===== config.mk =====
export PLATFORM = sky130hd
export DESIGN_NAME = vga_sync
export DESIGN_NICKNAME = d
export VERILOG_FILES = /design/src/rtl/vga_sync.sv
export SDC_FILE = /design/constraint.sdc
export NUM_CORES = 1
export LEC_CHECK = 0
export CAP_MARGIN = 20
export CORE_UTILIZATION = 46
export CTS_BUF_LIST = sky130_fd_sc_hd__clkbuf_16
export CTS_CLUSTER_DIAMETER = 40
export DETAILED_ROUTE_END_ITERATION = 12
export PLACE_DENSITY = 0.74
export SLEW_MARGIN = 20
export SYNTH_ARGS = -nofsm -noshare
export SYNTH_HDL_FRONTEND = slang
export SYNTH_SLANG_ARGS = --single-unit

===== constraint.sdc =====
create_clock -name clk -period 3 [get_ports clk]
set_clock_uncertainty 0.2 [all_clocks]
set_input_delay 0.6 -clock clk [delete_from_list [all_inputs] [get_ports clk]]
set_output_delay 0.6 -clock clk [all_outputs]
set_load 0.02 [all_outputs]

===== src/rtl/vga_sync.sv =====
// VGA timing generator: divides clk down to a pixel strobe, walks the pixel/line
// counters and produces registered active-low syncs aligned with the counts.
module vga_sync #(
    parameter int CLK_DIV = 2,
    parameter int H_DISP  = 640,
    parameter int H_FP    = 16,
    parameter int H_SYNC  = 96,
    parameter int H_BP    = 48,
    parameter int V_DISP  = 480,
    parameter int V_FP    = 10,
    parameter int V_SYNC  = 2,
    parameter int V_BP    = 33
) (
    input  logic       clk,
    input  logic       rst,
    output logic       hsync,
    output logic       vsync,
    output logic       video_on,
    output logic       p_tick,
    output logic [9:0] pixel_x,
    output logic [9:0] pixel_y,
    output logic       frame_tick
);

    localparam int H_TOTAL = H_DISP + H_FP + H_SYNC + H_BP;
    localparam int V_TOTAL = V_DISP + V_FP + V_SYNC + V_BP;

    localparam logic [3:0] DIV_MAX  = 4'(CLK_DIV - 1);
    localparam logic [9:0] H_MAX    = 10'(H_TOTAL - 1);
    localparam logic [9:0] V_MAX    = 10'(V_TOTAL - 1);
    localparam logic [9:0] H_VIS    = 10'(H_DISP);
    localparam logic [9:0] V_VIS    = 10'(V_DISP);
    localparam logic [9:0] HS_START = 10'(H_DISP + H_FP);
    localparam logic [9:0] HS_END   = 10'(H_DISP + H_FP + H_SYNC - 1);
    localparam logic [9:0] VS_START = 10'(V_DISP + V_FP);
    localparam logic [9:0] VS_END   = 10'(V_DISP + V_FP + V_SYNC - 1);

    logic [3:0] div_cnt;
    logic [9:0] x_next;
    logic [9:0] y_next;

    assign p_tick     = (div_cnt == DIV_MAX);
    assign video_on   = (pixel_x < H_VIS) && (pixel_y < V_VIS);
    assign frame_tick = p_tick && (pixel_x == H_MAX) && (pixel_y == V_MAX);

    always_ff @(posedge clk or posedge rst) begin
        if (rst) begin
            div_cnt <= 4'd0;
        end else if (div_cnt == DIV_MAX) begin
            div_cnt <= 4'd0;
        end else begin
            div_cnt <= div_cnt + 4'd1;
        end
    end

    always_comb begin
        x_next = pixel_x;
        y_next = pixel_y;
        if (p_tick) begin
            if (pixel_x == H_MAX) begin
                x_next = 10'd0;
                y_next = (pixel_y == V_MAX) ? 10'd0 : pixel_y + 10'd1;
            end else begin
                x_next = pixel_x + 10'd1;
            end
        end
    end

    // Syncs are decoded from the next counts so they change on the same edge as the counters.
    always_ff @(posedge clk or posedge rst) begin
        if (rst) begin
            pixel_x <= 10'd0;
            pixel_y <= 10'd0;
            hsync   <= 1'b1;
            vsync   <= 1'b1;
        end else begin
            pixel_x <= x_next;
            pixel_y <= y_next;
            hsync   <= !((x_next >= HS_START) && (x_next <= HS_END));
            vsync   <= !((y_next >= VS_START) && (y_next <= VS_END));
        end
    end

endmodule


==> results.json, run 1 <==
{
  "synth.area.mux_share_pct": 1.46,
  "synth_commonest_cells": "dfrtp_1, nand2_1, nand3_1, nor2_1, xnor2_1",
  "cp_max_fo": 4,
  "first_global_vias": 1287,
  "crit_family": "simple AND/OR/NAND/NOR gates",
  "place_ws_ps": 4.87,
  "core_area_sq_um": 3030,
  "cts-root-buf": "clkbuf_16",
  "min_period_ps": 2870,
  "cts_num_sinks": 26,
  "dieWidth_um": 58.3,
  "cp-end-kind": "flop",
  "grt_max_degree": 27,
  "dieHeight_um": 58.3,
  "ant_nets": 0,
  "n_antenna_cell": 0,
  "clkLatencyLatePin_ps": 260,
  "htreeDepth": 1,
  "min_period_over_period_pct": 95.5,
  "critPathBufInv": 1,
  "antenna_found_initial": 0,
  "yosysTopAreaCell": "dfrtp_1",
  "synth_simple_gate_area_share_pct": 30.5,
  "ctsHoldBuffers": 0,
  "routed_wirelength_um": 3480,
  "grt_pass1_wl_um": 5870,
  "setup_ws_ps": 134,
  "max_stage_delay_ps": 550,
  "worstSetupStartpointType": "flop",
  "cp_slowest_cell": "or4b_1",
  "path_common_cell": "or4_4",
  "regArea_sq_um": 653,
  "synth_top_area_share_pct": 41.2,
  "regToRegSetupSlack_ps": 130,
  "fill_cells": 258,
  "synth_area_sq_um": 1460,
  "synth_xor_area_share_pct": 9.01,
  "synth-compound-area-share_pct": 7.80,
  "tightest_slew_ps": 392,
  "track_usage_pct": 22.6,
  "avgSynthCellArea_sq_um": 9.54,
  "vias": 1336,
  "status": "finished clean",
  "areaGrowthSynthToFinish_pct": 35.3,
  "synth_top_family_by_area": "simple AND/OR/NAND/NOR gates",
  "tritoncts": "built",
  "overflow": 0,
  "route.detailed.drc": 0,
  "synth_enable_flop_cells": 0,
  "cp.arrival_ps": 2840,
  "drv_slew": 0,
  "ir_worst_vdd_uv": 168,
  "powerDensity_nw_per_um2": 333,
  "fmax_mhz": 349,
  "synthAdderAreaFrac_pct": 2.57,
  "max-clock-path-buffers": 2,
  "hold_viol": 0,
  "syn_nets": 158,
  "top_level_ports": 27,
  "ys_warn_count": 0,
  "path_class": "flop to flop",
  "final_nets": 204,
  "relSlewSlack_pct": 73.5,
  "yosysSeqAreaShare_pct": 44.8,
  "drive_gt1_share_pct": 17.2,
  "wl_per_cell_um": 14.4,
  "yosys-top-cells-area": "dfrtp_1, xnor2_1, nand2_1, nand3_1, dfstp_2",
  "final_util_pct": 65.2,
  "p_leak_nw": 0.825,
  "synth_async_sr_flop_share_pct": 100,
  "place.port_buffers": 26,
  "yosysMostFrequentCell": "dfrtp_1",
  "dieArea_sq_um": 3400,
  "maxCapViolations": 0,
  "path_cells": "or4b_1, or4_4, buf_4, or4_4, a221oi_2, nand4_1",
  "synth_cell_types": 41,
  "dr.pass1.iters": 6,
  "dp_hpwl_um": 2560,
  "floorplan.initialDensity_pct": 48.2,
  "vias_per_cell": 5.52,
  "setup_tns_ps": 0,
  "worstPathRequired_ps": 2970,
  "synth_seq_cells": 26,
  "finalWeightedCongestion": 0.910,
  "rsz0062_at_grt": "no",
  "core.rowCount": 20,
  "post_cts_buffers": 0,
  "setup_violations": 0,
  "clk_pin_slew_ps": 60,
  "multi_input_area_sq_um": 749,
  "drt_iter0_drc": 59,
  "min_path_type": "flop to flop",
  "synth_cells": 153,
  "synthFlopType": "dfrtp_1",
  "cts_buffers": 3
}
-- state kept, by name, summed over array words and instances, names as in the netlist --
| signal | flops |
|---|---|
| div_cnt | 4 |
| hsync | 1 |
| pixel_x | 10 |
| pixel_y | 10 |
| vsync | 1 |
-- metrics by stage --
| step | instances | total power, mW | instance area, sq um | hold WS (ps) |
|---|---|---|---|---|
| floorplan | 153 | 0.362 | 1460 | 256 |
| global placement | 238 | 0.367 | 1900 | 311 |
| detailed placement | 238 | 0.367 | 1900 | 343 |
| CTS | 242 | 0.662 | 1980 | 353 |
| global route | 242 | 0.677 | 1970 | 374 |
| finish | 242 | 0.657 | 1970 | 355 |
-- power by group --
| group | internal (mW) | switching, mW |
|---|---|---|
| Combinational | 0.00209 | 0.00699 |
| Sequential | 0.351 | 0 |
| Clock | 0.178 | 0.119 |
| Total | 0.531 | 0.126 |
-- what timing repair did --
| action | CTS | global route |
|---|---|---|
| cloned | 0 | 0 |
| endpoints found under the setup margin | 1 | 2 |
| gates resized for setup | 2 | 2 |
| endpoints found under the hold margin | 0 | 0 |
-- logic make-up after synthesis --
| kind of cell | count (synthesis) |
|---|---|
| AND/OR/NAND/NOR | 78 |
| multiplexers | 2 |
| buffers and inverters | 13 |
| adder cells (fa/ha/maj) | 3 |
| AO/OA/AOI/OAI | 16 |
| XOR/XNOR | 15 |
| flip-flops | 26 |
-- layout by cell type, fill, tap and decap left out, drive strengths merged, types with 2 or more instances in the layout --
cell type,count
dfrtp,24
clkdlybuf4s50,24
nand2,20
buf,20
nand3,11
nor2,11
xnor2,10
o21ai,9
inv,8
nand4,8
nor3,7
xor2,5
clkbuf,4
ha,3
or4,3
nand3b,2
nor4,2
and4,2
dfstp,2
-- layer usage --
| metal | global-route usage [%] | part of all wire [%] |
|---|---|---|
| met5 | 0 | 0 |
| met3 | 2.64 | 3.8 |
| met2 | 40.4 | 51 |
| met4 | 8.50 | 1.7 |
| met1 | 28.1 | 43 |
-- tightest hold or removal path: cells and delay by family, from the launching register on --
family / cells / cell delay (ps)
buf+inv: 2 / 170
flops: 1 / 350
-- worst paths after layout --
path,end,from,cells past startpoint
worst max-delay path,vsync,div_cnt[1],6
worst min-delay path,div_cnt[0],div_cnt[0],2
worst max register to register,vsync,div_cnt[1],6
worst min register to register,div_cnt[0],div_cnt[0],2
max in group asynchronous,hsync,rst,3
min in group asynchronous,pixel_y[4],rst,3
-- final cells by class --
class / count / area share, %
Clock inverter: 1 / 0.190
Sequential cell: 26 / 33.1
Inverter: 8 / 1.52
Multi-Input combinational cell: 114 / 38.0
Timing Repair Buffer: 46 / 20.7
Tap cell: 44 / 2.79
Clock buffer: 3 / 3.80
(Power assumes the default switching activity.)
==> run 2, diff against run 1 <==
Settings changed: ABC_AREA set to 1, CORE_UTILIZATION 46 to 48, PLACE_DENSITY 0.74 to 0.75, SKIP_CTS_REPAIR_TIMING set to 1.
==> run 2 against run 1 <==
Effect of this change: worst setup slack improved by 270 ps; flip-flop and latch count stayed put; area after synthesis is 18% higher; register-to-register slack gained 840 ps; die area grew 12%; clock-buffer cell count did not move; wire length increased by 5.7%; first-iteration DRC count grew 44%; critical path type is now flop to primary output; critical endpoint is now p_tick; largest power group is now the clock network.
==> results.json, run 2 <==
{
  "dr.pass1.iters": 4,
  "path_cells": "inv_1, nand2_2, nor2_4, buf_4, clkdlybuf4s50_1",
  "startpoint": "div_cnt[1]",
  "clk_pin_slew_ps": 70,
  "powerDensity_nw_per_um2": 347,
  "track_usage_pct": 21.7,
  "setup_violations": 0,
  "ant_nets": 0,
  "grt_max_degree": 27,
  "ys_warn_count": 0,
  "synth_seq_cells": 26,
  "wl_per_cell_um": 11.6,
  "cp_slowest_cell": "clkdlybuf4s50_1",
  "synth_cells": 241,
  "p_leak_nw": 1.11,
  "fill_cells": 305,
  "p_sw_share_pct": 17.1,
  "dp_hpwl_um": 2820,
  "postPlaceCellArea_sq_um": 2040,
  "syn_nets": 246,
  "yosysTopAreaCell": "dfrtp_1",
  "p_seq_share_pct": 47.0,
  "synthFlopType": "dfrtp_1",
  "cp-end-kind": "primary output",
  "cts-root-buf": "clkbuf_16",
  "core_area_sq_um": 3390,
  "cp_max_fo": 17,
  "min_path_type": "flop to flop",
  "floorplan.initialDensity_pct": 50.7,
  "first_global_vias": 1383,
  "dieWidth_um": 61.8,
  "drt_iter0_drc": 85,
  "antenna_found_initial": 0,
  "final_common_cell": "nand2_1",
  "cp.arrival_ps": 1800,
  "vias": 1571,
  "dieArea_sq_um": 3820,
  "synth_area_sq_um": 1720,
  "drive_gt1_share_pct": 13.2,
  "internal_power_uw": 618,
  "relSlewSlack_pct": 75.5,
  "areaGrowthSynthToFinish_pct": 25.2,
  "max_stage_delay_ps": 630,
  "r2r-start": "pixel_x[0]",
  "tightest_slew_ps": 365,
  "ir_worst_vdd_uv": 380,
  "post-route-cell-area_sq_um": 2150,
  "yosys-top-cells-area": "dfrtp_1, nand2_1, inv_1, nand3_1, nor2_1",
  "tritoncts": "built",
  "drv_slew": 0,
  "max-clock-path-buffers": 2,
  "routed_wirelength_um": 3680,
  "synth_top_area_share_pct": 34.9,
  "min_period_over_period_pct": 86.7,
  "topRoutingLayerUsed": "met4",
  "reg_top3": "pixel_x: 10 flops, pixel_y: 10 flops, div_cnt: 4 flops",
  "cts_buffers": 3,
  "route.detailed.drc": 0,
  "avgSynthCellArea_sq_um": 7.13,
  "hold_viol": 0,
  "final_util_pct": 63.5,
  "worstPathRequired_ps": 2200,
  "maxCapViolations": 0,
  "path_class": "flop to primary output",
  "wl_met2_um": 1690,
  "vias_per_cell": 4.94,
  "synth_cell_types": 27,
  "hp-start": "div_cnt[0]",
  "synth_commonest_cells": "nand2_1, inv_1, nand3_1, dfrtp_1, nor2_1",
  "yosysMostFrequentCell": "nand2_1",
  "grt_pass1_wl_um": 6120,
  "synth_enable_flop_cells": 0,
  "rsz0062_at_grt": "no",
  "yosysSeqAreaShare_pct": 38.0,
  "final_nets": 278,
  "route.met3.wl_um": 155,
  "n_antenna_cell": 0,
  "synth_async_sr_flop_share_pct": 100,
  "dieHeight_um": 61.8,
  "combPwrFrac_pct": 1.2,
  "status": "finished clean",
  "fmax_mhz": 384,
  "overflow": 0,
  "finalWeightedCongestion": 0.846,
  "final_cell_mix": "nand2_1, inv_1, nand3_1",
  "clkLatencyLatePin_ps": 260,
  "htreeDepth": 1,
  "core.rowCount": 21,
  "worstSetupStartpointType": "flop",
  "p_clk_share_pct": 51.8,
  "wl_met1_um": 1820,
  "cts_num_sinks": 26,
  "p_switching_uw": 128,
  "min_period_ps": 2600,
  "place.port_buffers": 26,
  "setup_tns_ps": 0,
  "top_level_ports": 27
}
[run 2: cell types whose count changed in the layout (fill, tap and decap cells not counted), moves of 4 or more]
| cell | before | now |
|---|---|---|
| inv_1 | 8 | 44 |
| nand2_1 | 20 | 53 |
| nand3_1 | 11 | 29 |
| buf_4 | 20 | 6 |
| nor2_1 | 11 | 22 |
| xnor2_1 | 10 | 1 |
| nand2_2 | 0 | 5 |
| nand4_1 | 8 | 13 |
| nor2_4 | 0 | 5 |
| inv_2 | 0 | 4 |
| nor2_2 | 0 | 4 |
| nor3_1 | 6 | 2 |
[run 2: cell type report]
cell class	count	area, sq um	area share (%)
clock buffer	3	75.1	3.49
clock inverter	1	30.0	1.40
inverter	50	188	8.72
multi-input combinational	160	841	39.1
sequential	26	653	30.3
tap	46	57.6	2.67
timing repair buffer	32	308	14.3
[run 2: worst paths after layout]
| kind | depth (start not counted) | to | slack, ps |
|---|---|---|---|
| min in group asynchronous | 3 | div_cnt[2] | 490 |
| worst max register to register | 8 | vsync | 970 |
| worst min-delay path | 1 | div_cnt[0] | 330 |
| worst min register to register | 1 | div_cnt[0] | 330 |
| worst max-delay path | 5 | p_tick | 400 |
| max in group asynchronous | 3 | hsync | 1810 |
[run 2: logic make-up after synthesis]
family | share of synthesized area [%]
AND/OR/NAND/NOR | 40.0
flip-flops | 38.0
XOR/XNOR | 1.53
AO/OA/AOI/OAI | 5.02
buffers and inverters | 13.2
adder cells (fa/ha/maj) | 2.18
[run 2: per-layer routing]
layer,track usage [%],up-vias
met4,3.17,0
met1,31.3,725
met2,34.9,27
li1,-,817
met3,3.73,2
met5,0,-
[run 2: power by group through the flow]
stage                     Sequential [mW]  Combinational [mW]  Clock, mW
after floorplan                     0.357             0.00518          0
after global placement              0.357             0.00952          0
after detailed placement            0.357             0.00956          0
after CTS                           0.350             0.00959      0.395
after global routing                0.350              0.0111      0.410
final                               0.351             0.00891      0.387
[run 2: per-stage QoR]
step                setup slack [ps]  instances  total power [mW]  hold WS (ps)
detailed placement               336        314             0.367           321
global route                     270        318             0.771           352
global placement                 387        314             0.367           318
finish                           399        318             0.746           325
CTS                             37.7        318             0.755           331
floorplan                        752        241             0.362           284
[run 2: worst max-delay path: cells and delay by family (launching register included)]
| family | cells | cell delay, ps |
|---|---|---|
| flops | 1 | 380 |
| buf+inv | 3 | 960 |
| simple gates | 2 | 200 |
==> run 3, diff against run 2 <==
Settings changed: CORE_UTILIZATION 48 to 53, PLACE_DENSITY 0.75 to 0.84.
Clock period 3 ns to 2.8 ns, I/O delays scaled along.
==> run 3 against run 2 <==
Effect of this change: critical path depth is the same; cell count unchanged; sequential power increased by 7.1%; largest cell class unchanged; sequential share of layout area is 0.20 points higher; register-to-register slack worse by 290 ps; clock power decreased by 17%; clock-buffer cell count unchanged; global-route usage is 3.9 points higher; first-iteration DRC count down 28%; cell area decreased by 0.64%.
==> results.json, run 3 (synthesis gave the netlist of run 2 again) <==
{
  "dieWidth_um": 59.0,
  "core.rowCount": 20,
  "reg2reg_to": "vsync",
  "cts_buffers": 3,
  "ant_nets": 0,
  "floorplan.initialDensity_pct": 56.3,
  "status": "finished clean",
  "place.port_buffers": 26,
  "powerDensity_nw_per_um2": 330,
  "drive_gt1_share_pct": 13.5,
  "drt_iter0_drc": 61,
  "cts-root-buf": "clkbuf_16",
  "min_period_ps": 2500,
  "hp-start": "div_cnt[0]",
  "post-route-cell-area_sq_um": 2140,
  "dp_hpwl_um": 2920,
  "htreeDepth": 1,
  "maxCapViolations": 0,
  "hold_viol": 0,
  "top_level_ports": 27,
  "vias": 1666,
  "clkLatencyLatePin_ps": 260,
  "final_util_pct": 70.0,
  "path_class": "flop to primary output",
  "r2r-start": "div_cnt[1]",
  "fmax_mhz": 400,
  "final_cell_mix": "nand2_1, inv_1, nand3_1",
  "grt_pass1_wl_um": 6600,
  "dieArea_sq_um": 3480,
  "route.detailed.drc": 0,
  "wl_per_cell_um": 12.7,
  "relSlewSlack_pct": 49.6,
  "power_uw": 706,
  "min_path_type": "flop to flop",
  "final_common_cell": "nand2_1",
  "postPlaceCellArea_sq_um": 2050,
  "cp.arrival_ps": 1740,
  "vias_per_cell": 5.24,
  "areaGrowthSynthToFinish_pct": 24.4,
  "clk_pin_slew_ps": 70,
  "first_global_vias": 1583,
  "cp_max_fo": 7,
  "routed_wirelength_um": 4030,
  "antenna_found_initial": 0,
  "drv_slew": 0,
  "reg_top3": "pixel_x: 10 flops, pixel_y: 10 flops, div_cnt: 4 flops",
  "overflow": 0,
  "tritoncts": "built",
  "worstPathRequired_ps": 2040,
  "n_antenna_cell": 0,
  "setup_violations": 0,
  "dieHeight_um": 59.0,
  "worstSetupStartpointType": "flop",
  "fill_cells": 250,
  "p_leak_nw": 1.11,
  "reg2regPathDepth": 11,
  "ir_worst_vdd_uv": 319,
  "cts_num_sinks": 26,
  "dr.pass1.iters": 5,
  "regToRegSetupSlack_ps": 680,
  "final_nets": 280,
  "rsz0062_at_grt": "no",
  "cp-end-kind": "primary output",
  "grt_max_degree": 21,
  "finalWeightedCongestion": 0.909,
  "tightest_slew_ps": 755,
  "hold_path_end": "div_cnt[0]",
  "min_period_over_period_pct": 89.3,
  "max-clock-path-buffers": 2,
  "track_usage_pct": 25.5,
  "core_area_sq_um": 3050,
  "worstHoldPathCells": 1
}
-- run 3: per-layer routing --
layer | GRT usage (%) | wire length (um)
met3 | 4.40 | 266
met5 | 0 | 0
met4 | 10.9 | 63
met1 | 34.1 | 1840
met2 | 40.9 | 1870
-- run 3: final cells by class --
type,count,area [sq um],area share [%]
clock buffers,3,75.1,3.51
clock inverters,1,3.75,0.176
inverters,50,188,8.78
multi-input cells,160,841,39.3
flip-flops and latches,26,653,30.5
well taps,44,55.1,2.57
repair buffers,34,323,15.1
-- run 3: power breakdown --
group	total (mW)	leakage, nW	switching [mW]	internal, mW
Clock	0.320	0.0385	0.128	0.191
Combinational	0.0105	0.725	0.00747	0.00307
Sequential	0.376	0.342	0	0.376
-- run 3: worst max-delay path by stage --
stage / from / endpoint / slack, ps / depth (start not counted)
global route: pixel_x[0] / frame_tick / 130 / 8
global placement: pixel_x[0] / frame_tick / 240 / 8
detailed placement: pixel_x[0] / frame_tick / 200 / 8
floorplan: pixel_x[0] / frame_tick / 590 / 7
finish: pixel_x[8] / video_on / 300 / 5
CTS: pixel_x[0] / frame_tick / -100 / 8
-- run 3: worst max-delay path: stages (launching register included) --
cell             delay (ps)
dfrtp_1                 380
buf_4                   160
nor2_1                   80
o21ai_0                  80
a21oi_1                 150
clkdlybuf4s50_1         620
-- run 3: stage by stage --
stage | worst slack (ps) | setup TNS [ps] | cells | hold slack [ps]
3_3_place_gp | 241 | 0 | 314 | 307
4_1_cts | -99.5 | -99.5 | 318 | 330
3_5_place_dp | 198 | 0 | 314 | 321
6_report | 300 | 0 | 318 | 328
2_1_floorplan | 592 | 0 | 241 | 284
5_1_grt | 125 | 0 | 318 | 349
